===== config.mk =====
export PLATFORM = sky130hd
export DESIGN_NAME = mux_2to1
export DESIGN_NICKNAME = d
export VERILOG_FILES = /design/src/rtl/mux_pkg.sv /design/src/rtl/mux_2to1_chk.sv /design/src/rtl/mux_2to1_comb.sv /design/src/rtl/mux_2to1.sv
export SDC_FILE = /design/constraint.sdc
export NUM_CORES = 1
export LEC_CHECK = 0
export ABC_AREA = 0
export CAP_MARGIN = 10
export CORE_AREA = 2 2 39 41
export CTS_BUF_LIST = sky130_fd_sc_hd__clkbuf_8
export DETAILED_ROUTE_END_ITERATION = 6
export DIE_AREA = 0 0 41 43
export PLACE_DENSITY = 0.51
export SYNTH_ARGS = -nofsm -noshare
export SYNTH_HDL_FRONTEND = slang
export SYNTH_HIERARCHICAL = 1
export SYNTH_SLANG_ARGS = --single-unit

===== constraint.sdc =====
create_clock -name clk -period 0.8 [get_ports clk]
set_input_delay 0.08 -clock clk [delete_from_list [all_inputs] [get_ports clk]]
set_output_delay 0.08 -clock clk [all_outputs]
set_load 0.01 [all_outputs]

===== src/rtl/mux_pkg.sv =====
// Shared constants for the registered 2:1 word multiplexer.
package mux_pkg;

  // Default operand width used when the top is instantiated without overrides.
  localparam int DEFAULT_MUX_WIDTH = 4;

  // Select encodings: which operand reaches the output.
  localparam logic SEL_A = 1'b0;
  localparam logic SEL_B = 1'b1;

endpackage : mux_pkg


===== src/rtl/mux_2to1_chk.sv =====
// Simulation checks for the multiplexer: sel must be known whenever a sample
// is taken, and both select values should be exercised.
module mux_2to1_chk
  import mux_pkg::*;
(
  input logic clk,
  input logic rst,
  input logic sel,
  input logic in_valid
);

  // Flag an unknown select on any cycle where the inputs are being sampled.
  always @(posedge clk) begin
    if (!rst && in_valid) begin
      assert (!$isunknown(sel))
        else $error("mux_2to1_chk: sel is X/Z while in_valid=1");
    end else begin
      // Not sampling this cycle: sel is don't-care.
    end
  end

  // Coverage: operand a selected on a valid cycle.
  cover property (@(posedge clk) !rst && in_valid && (sel == SEL_A));

  // Coverage: operand b selected on a valid cycle.
  cover property (@(posedge clk) !rst && in_valid && (sel == SEL_B));

endmodule : mux_2to1_chk


===== src/rtl/mux_2to1_comb.sv =====
// Purely combinational WIDTH-bit 2:1 selector; every bit is routed unchanged.
module mux_2to1_comb
  import mux_pkg::*;
#(
  parameter int WIDTH = DEFAULT_MUX_WIDTH
) (
  input  logic [WIDTH-1:0] a,
  input  logic [WIDTH-1:0] b,
  input  logic             sel,
  output logic [WIDTH-1:0] y
);

  // Route operand a or b to y according to the select encoding.
  always_comb begin
    y = {WIDTH{1'b0}};
    case (sel)
      SEL_A:   y = a;
      SEL_B:   y = b;
      default: y = {WIDTH{1'b0}};
    endcase
  end

endmodule : mux_2to1_comb


===== src/rtl/mux_2to1.sv =====
// Registered 2:1 word multiplexer. The selected operand and a valid flag are
// flopped together, so y changes only on clock edges and holds when the
// upstream stalls (in_valid=0). Latency is one cycle, throughput one per cycle.
module mux_2to1
  import mux_pkg::*;
#(
  parameter int WIDTH = DEFAULT_MUX_WIDTH
) (
  input  logic             clk,
  input  logic             rst,
  input  logic [WIDTH-1:0] a,
  input  logic [WIDTH-1:0] b,
  input  logic             sel,
  input  logic             in_valid,
  output logic [WIDTH-1:0] y,
  output logic             out_valid
);

  logic [WIDTH-1:0] sel_word_s;
  logic [WIDTH-1:0] y_d;
  logic [WIDTH-1:0] y_q;
  logic             valid_d;
  logic             valid_q;

  mux_2to1_comb #(
    .WIDTH (WIDTH)
  ) u_comb (
    .a   (a),
    .b   (b),
    .sel (sel),
    .y   (sel_word_s)
  );

  mux_2to1_chk u_chk (
    .clk      (clk),
    .rst      (rst),
    .sel      (sel),
    .in_valid (in_valid)
  );

  // Next state: capture the selected word on a valid cycle, otherwise hold y.
  always_comb begin
    y_d     = y_q;
    valid_d = 1'b0;
    if (in_valid) begin
      y_d     = sel_word_s;
      valid_d = 1'b1;
    end else begin
      y_d     = y_q;
      valid_d = 1'b0;
    end
  end

  // Output registers; reset wins over any sample presented on the same edge.
  always_ff @(posedge clk) begin
    if (rst) begin
      y_q     <= {WIDTH{1'b0}};
      valid_q <= 1'b0;
    end else begin
      y_q     <= y_d;
      valid_q <= valid_d;
    end
  end

  assign y         = y_q;
  assign out_valid = valid_q;

endmodule : mux_2to1


# Word-level counts from Yosys, hierarchy flattened
# Cells that the tools add are included.
[word_totals] ff_bits=5 input_bits=12 wordCells=5
[classes] mux=2 bitwise=1
[ops] op="4-bit one-hot mux with 2 select lines" n=1
[ops] op="1-bit two-way mux" n=1
[ops] op="1-bit NOT" n=1

# Longest topological paths before layout
# Gate-level depths: netlist of run 1.
[logic_depth] depth_word=2 depth_mapped=3 depth_no_buf=3

# Modules after synthesis
# Netlist of run 1, hierarchy kept.
[by_module_without_submodules] module="mux_2to1" instances=1 cells_each=15 area_each_um2=172.7
[by_module_without_submodules] module="mux_2to1_comb" instances=1 cells_each=4 area_each_um2=45.0

# Worst setup path after synthesis of run 1
# No wires, ideal clock.
[synth_path] path_type="input to register" startpoint="input port sel" endpoint="register y_q[0] (netlist: y[0])" setup_time_ns=0.114 arrival_ns=0.542 t_required_ns=0.686 path_slack_ns=0.143 stages=3 path_buffers=0 cell_sequence="mux2_2 > mux2i_1 > nor2_1"
[synth_between] elab_chain_len=2
[synth_lines] item="start: declaration" line_no="mux_2to1.sv:13" text="input logic sel,"
[synth_lines] item="1-bit NOT" line_no="mux_2to1_comb.sv:16" text="case (sel)"
[synth_lines] item="4-bit one-hot mux with 2 select lines *" line_no="mux_2to1_comb.sv:16"
[synth_lines] item="end signal: assignment" line_no="mux_2to1.sv:57" text="y_q <= {WIDTH{1'b0}};"
[synth_lines] item="end signal: assignment" line_no="mux_2to1.sv:60" text="y_q <= y_d;"
[synth_lines] item="end: declaration" line_no="mux_2to1.sv:21" text="logic [WIDTH-1:0] y_q;"
# Every way passes the cells marked *; elsewhere a longest branch is shown, timed or not.
# A chain may end at the register's enable or synchronous reset.

# Worst setup path in the final report of run 1
[layout_path] startpoint="register y_q[0] (netlist: y[0])" endpoint="output port y[0]"
[layout_rtl] item="end: declaration" line_no="mux_2to1.sv:15" text="output logic [WIDTH-1:0] y,"
# No word-level cell between the ends.

==> results of run 1 <==
==> cell type report <==
cell class | count | area (um2) | share of cell area, %
Clock buffer | 3 | 41.3 | 9.85
Clock inverter | 1 | 3.75 | 0.896
Sequential cell | 5 | 100 | 23.9
Multi-Input combinational cell | 13 | 121 | 29.0
Timing Repair Buffer | 17 | 133 | 31.6
Tap cell | 16 | 20.0 | 4.78
==> cells in the final DEF (no fill, tap or decap) <==
cell             count
buf_2                5
buf_4                1
clkbuf_8             3
clkdlybuf4s15_2      1
clkdlybuf4s50_1      1
dfxtp_1              5
dlygate4sd2_1        9
inv_1                1
mux2_4               4
mux2i_1              4
nor2_1               4
nor2b_1              1
==> tightest hold or removal path: cells and delay by family <==
family	cells	cell delay [ns]
multiplexers	2	0.19
AND/OR/NAND/NOR	1	0.09
buffers and inverters	1	0.20
==> what timing repair did <==
item | 4_1_cts | 5_1_grt
buffers inserted | 0 | 0
resized for setup | 36 | 0
endpoints found under the setup margin | 10 | 0
==> per-layer routing <==
metal	global-route usage, %	vias up
met5	0	-
met4	10.0	0
met3	2.09	2
met2	8.13	15
met1	9.32	77
li1	-	104
==> cells by family after synthesis <==
family                 Yosys count
multiplexers                     8
flip-flops                       5
AND/OR/NAND/NOR                  5
buffers and inverters            1
==> sequential cells by signal, indices dropped and copies added (netlist names) <==
signal,flops
out_valid,1
y,4
==> power by group through the flow <==
stage	Sequential, mW	Clock [mW]	Combinational (mW)
finish	0.274	0.439	0.131
global route	0.275	0.473	0.143
CTS	0.275	0.452	0.133
detailed placement	0.279	0	0.150
global placement	0.278	0	0.151
floorplan	0.286	0	0.0470
==> how the worst max path moves through the flow <==
stage               startpoint    to  cells after the start
floorplan                  sel  y[0]                      3
global placement           sel  y[1]                      4
detailed placement         sel  y[0]                      4
CTS                       y[0]  y[0]                      1
global route               sel  y[0]                      4
finish                    y[0]  y[0]                      1
==> results.yml, run 1 <==
status:
  status: "completed"
yosys:
  synthSimpleGateAreaFrac_pct: 9.77
  yosysMostFrequentCell: "dfxtp_1"
  synth_fa_ha_area_share_pct: 0
  muxShareOfSynthArea_pct: 39.1
  async_flop_share_pct: 0
  synth_xor_area_share_pct: 0
  ys_warn_count: 6
  synth_seq_area_share_pct: 46.0
  yosys-top-cells-area: "dfxtp_1, mux2_2, mux2i_1"
  synth_top_family_by_area: "multiplexers"
  ys_seq_elements: 5
  synth_nets: 31
  synth-main-ff-cell: "dfxtp_1"
  synth_compound_area_share_pct: 0
  yosysTopAreaCell: "dfxtp_1"
  synth_common_cells: "dfxtp_1, mux2_2, mux2i_1, nor2_1"
  synth_top_area_share_pct: 46.0
  synth_cells: 19
  ys_types: 6
  synth_edf_count: 0
  netlist_area_um2: 218
  syn_area_per_cell_um2: 11.5
power:
  pwr-share-comb_pct: 15.5
  power_frac_seq_pct: 32.5
  p_int_mw: 0.677
  power.switching_mw: 0.166
  total_power_mw: 0.844
  p_per_area_nw_per_um2: 2010
  sw_frac_of_total_pct: 19.7
  clkPwrFrac_pct: 52.1
  ir_drop_v: 0.000900
  p_leak_nw: 0.219
timing:
  post-route-min-period_ns: 0.746
  tightest_slew_ns: 0.267
  finalSetupViolations: 0
  finalWorstSetupSlack_ns: 0.0538
  finalHoldViolations: 0
  slew_headroom_pct: 82.2
  clock_skew_ns: 0
  fin_crit_sh_pct: 93.3
  max_clock_freq_mhz: 1340
  whs_ns: 0.378
  setup-tns-final_ns: 0
  drv_slew: 0
  rsz0062_at_grt: "no"
critical_path:
  worstSetupPathType: "flop to output port"
  critPathMaxStageDelay_ns: 0.32
  crit_chain: "buf_2"
  endpoint_kind: "output port"
  path_buf_inv: 1
  cp.required_ns: 0.72
  cp_top_family: "flip-flops"
  r2r-start: "y[0]"
  r2r_slack_ns: 0.20
  worstReg2RegEnd: "y[0]"
  crit_path_max_fanout: 2
  cp.arrival_ns: 0.67
  start_kind: "flop"
  slowest_stage: "dfxtp_1"
  reg2regPathDepth: 2
floorplan:
  die_h_um: 43
  initial_core_util_pct: 15.7
  core_area_um2: 1380
  rows: 14
  die-width_um: 41
  io_pins: 17
  fp.dieArea_um2: 1760
clock_tree:
  cts_sinks: 5
  cts_root_buf: "clkbuf_8"
  ctsHoldBuffers: 0
  clk_latency_ns: 0.22
  cts_max_level: 1
  clk_path_buf_depth: 2
  tritoncts: "done"
  cts_buffers: 3
  cts.reportedPaths.clkPinSlew_ns: 0.03
drt:
  wl_met3_um: 96
  postRouteAntennaNets: 0
  route.met2.wl_um: 205
  wl_met1_um: 254
  dr.max_layer_used: "met4"
  drc: 0
  vias: 198
  wl_per_cell_um: 10.4
  drt_iter0_drc: 1
  firstDrtPassIters: 2
  via_per_inst: 3.60
  drt-total-wl_um: 572
global_routing:
  grt.total_usage_pct: 7.43
  grt.overflow.total: 0
  antenna_found_initial: 0
  grt_max_degree: 6
  grt_pass1_wl_um: 786
  first_global_vias: 196
worst_hold_path:
  worstHoldPathType: "input pin to flop"
  holdPathStages: 4
  hold_start: "a[2]"
  min_to: "y[2]"
layout:
  fin_util_pct: 30.3
  stdcell_area_um2: 419
  synthToLayoutAreaGrowth_pct: 92.5
  fillerInstances: 156
  nNetsFinal: 52
  drive_gt1_share_pct: 35.9
  finalNonFillerCells: 55
  diodes: 0
placement:
  hpwl_um: 438
  placed_area_um2: 394
  dp_slack_ns: -0.513
  portBuffers: 16
  dp.cells: 51
  gp_congestion: 0.629
flow_run:
  max-cap-violations: 0
Power figures use the tool's default switching activity.
==> run 2, diff against run 1 <==
- ABC_AREA: 0 -> unset
- MAX_ROUTING_LAYER: unset -> met4
- PLACE_DENSITY: 0.51 -> 0.49
- clock period: 0.8 -> 0.92 ns (I/O delays scaled with it)
==> results.yml, run 2 (synthesis results as in run 1) <==
drt:
  drt_iter0_drc: 3
  firstDrtPassIters: 4
  drt-total-wl_um: 668
  vias: 213
  wl_per_cell_um: 12.4
  drc: 0
  postRouteAntennaNets: 0
  via_per_inst: 3.94
layout:
  largest_register_ffs: 4
  drive_gt1_share_pct: 18.4
  fillerInstances: 150
  finalNonFillerCells: 54
  diodes: 0
  nNetsFinal: 51
  final_cell_mix: "clkdlybuf4s50_1, dfxtp_1"
  synthToLayoutAreaGrowth_pct: 96.0
  layout_commonest_cell: "clkdlybuf4s50_1"
timing:
  post-route-min-period_ns: 0.893
  max_clock_freq_mhz: 1120
  rsz0062_at_grt: "no"
  tightest_slew_ns: 0.291
  finalHoldViolations: 0
  clock_skew_ns: 0
  whs_ns: 0.415
  finalSetupViolations: 0
  drv_slew: 0
  slew_headroom_pct: 80.6
  fin_crit_sh_pct: 97.1
critical_path:
  worstSetupPathType: "flop to output port"
  slowest_stage: "dfxtp_1"
  cp_top_family: "flip-flops"
  cp.required_ns: 0.83
  crit_chain: "dlygate4sd2_1"
  critPathMaxStageDelay_ns: 0.31
  r2r_slack_ns: 0.30
  cp.arrival_ns: 0.80
  crit_path_max_fanout: 2
  path_buf_inv: 1
  start_kind: "flop"
  endpoint_kind: "output port"
floorplan:
  fp.dieArea_um2: 1760
  die-width_um: 41
  rows: 14
  core_area_um2: 1380
  io_pins: 17
  initial_core_util_pct: 15.7
  die_h_um: 43
clock_tree:
  cts_max_level: 1
  clk_latency_ns: 0.22
  cts_root_buf: "clkbuf_8"
  cts.reportedPaths.clkPinSlew_ns: 0.03
  cts_buffers: 3
  cts_sinks: 5
  postCtsSetupBuffers: 0
  tritoncts: "done"
  clk_path_buf_depth: 2
  ctsHoldBuffers: 0
placement:
  portBuffers: 16
  dp.cells: 50
  hpwl_um: 503
  gp_congestion: 0.667
global_routing:
  met1_usage_pct: 8.71
  first_global_vias: 230
  grt.met3_usage_pct: 3.66
  busiest_layer: "met2"
  grt_pass1_wl_um: 917
  grt.overflow.total: 0
  antenna_found_initial: 0
  grt_max_degree: 6
  grt_util_met2_pct: 11.6
  grt.total_usage_pct: 8.55
power:
  p_per_area_nw_per_um2: 1780
  ir_drop_v: 0.000725
  p_leak_nw: 0.190
status:
  status: "completed"
flow_run:
  max-cap-violations: 0
worst_hold_path:
  worstHoldPathType: "input pin to flop"
==> run 2: cell type report <==
class	instances	area, um2	area share, %
clock buffer	3	41.3	9.68
clock inverter	1	3.75	0.880
tap	16	20.0	4.69
timing repair buffer	16	155	36.4
sequential	5	100	23.5
multi-input combinational	13	106	24.9
==> run 2: report_power, final <==
part	switching (mW)	total, mW	leakage (nW)	internal [mW]
combinational	0.0404	0.117	0.122	0.0770
sequential	0.00601	0.238	0.0414	0.232
clock	0.116	0.403	0.0269	0.287
total	0.162	0.758	0.190	0.596
==> run 2: through the flow <==
stage                     TNS (ns)  util (%)  setup slack, ns  power, mW  area, um2
final                            0      30.8           0.0271      0.758        427
after global routing             0      30.8         0.000539      0.787        427
after CTS                        0      30.6         0.000808      0.765        423
after detailed placement     -1.73      27.9           -0.435      0.372        387
after global placement       -1.58      27.9           -0.375      0.370        387
after floorplan                  0         -            0.251      0.290        218
==> run 2: repair_timing <==
action,in CTS,in global routing
resized for setup,7,3
endpoints found under the setup margin,9,3
gates cloned,0,0
pin swaps,0,0
hold endpoints to repair,0,0
==> run 2: path summary, 6_finish.rpt <==
check | to | start | cells after the start
setup reg to reg | y[0] | y[0] | 2
hold reg to reg | y[2] | y[2] | 2
setup / recovery | y[2] | y[2] | 1
hold / removal | out_valid | in_valid | 2
==> run 2: routing by layer <==
metal	vias to the layer above	part of all wire, %
met5	-	0
met4	0	2.2
met3	2	11
met2	17	43
met1	91	43
li1	103	-
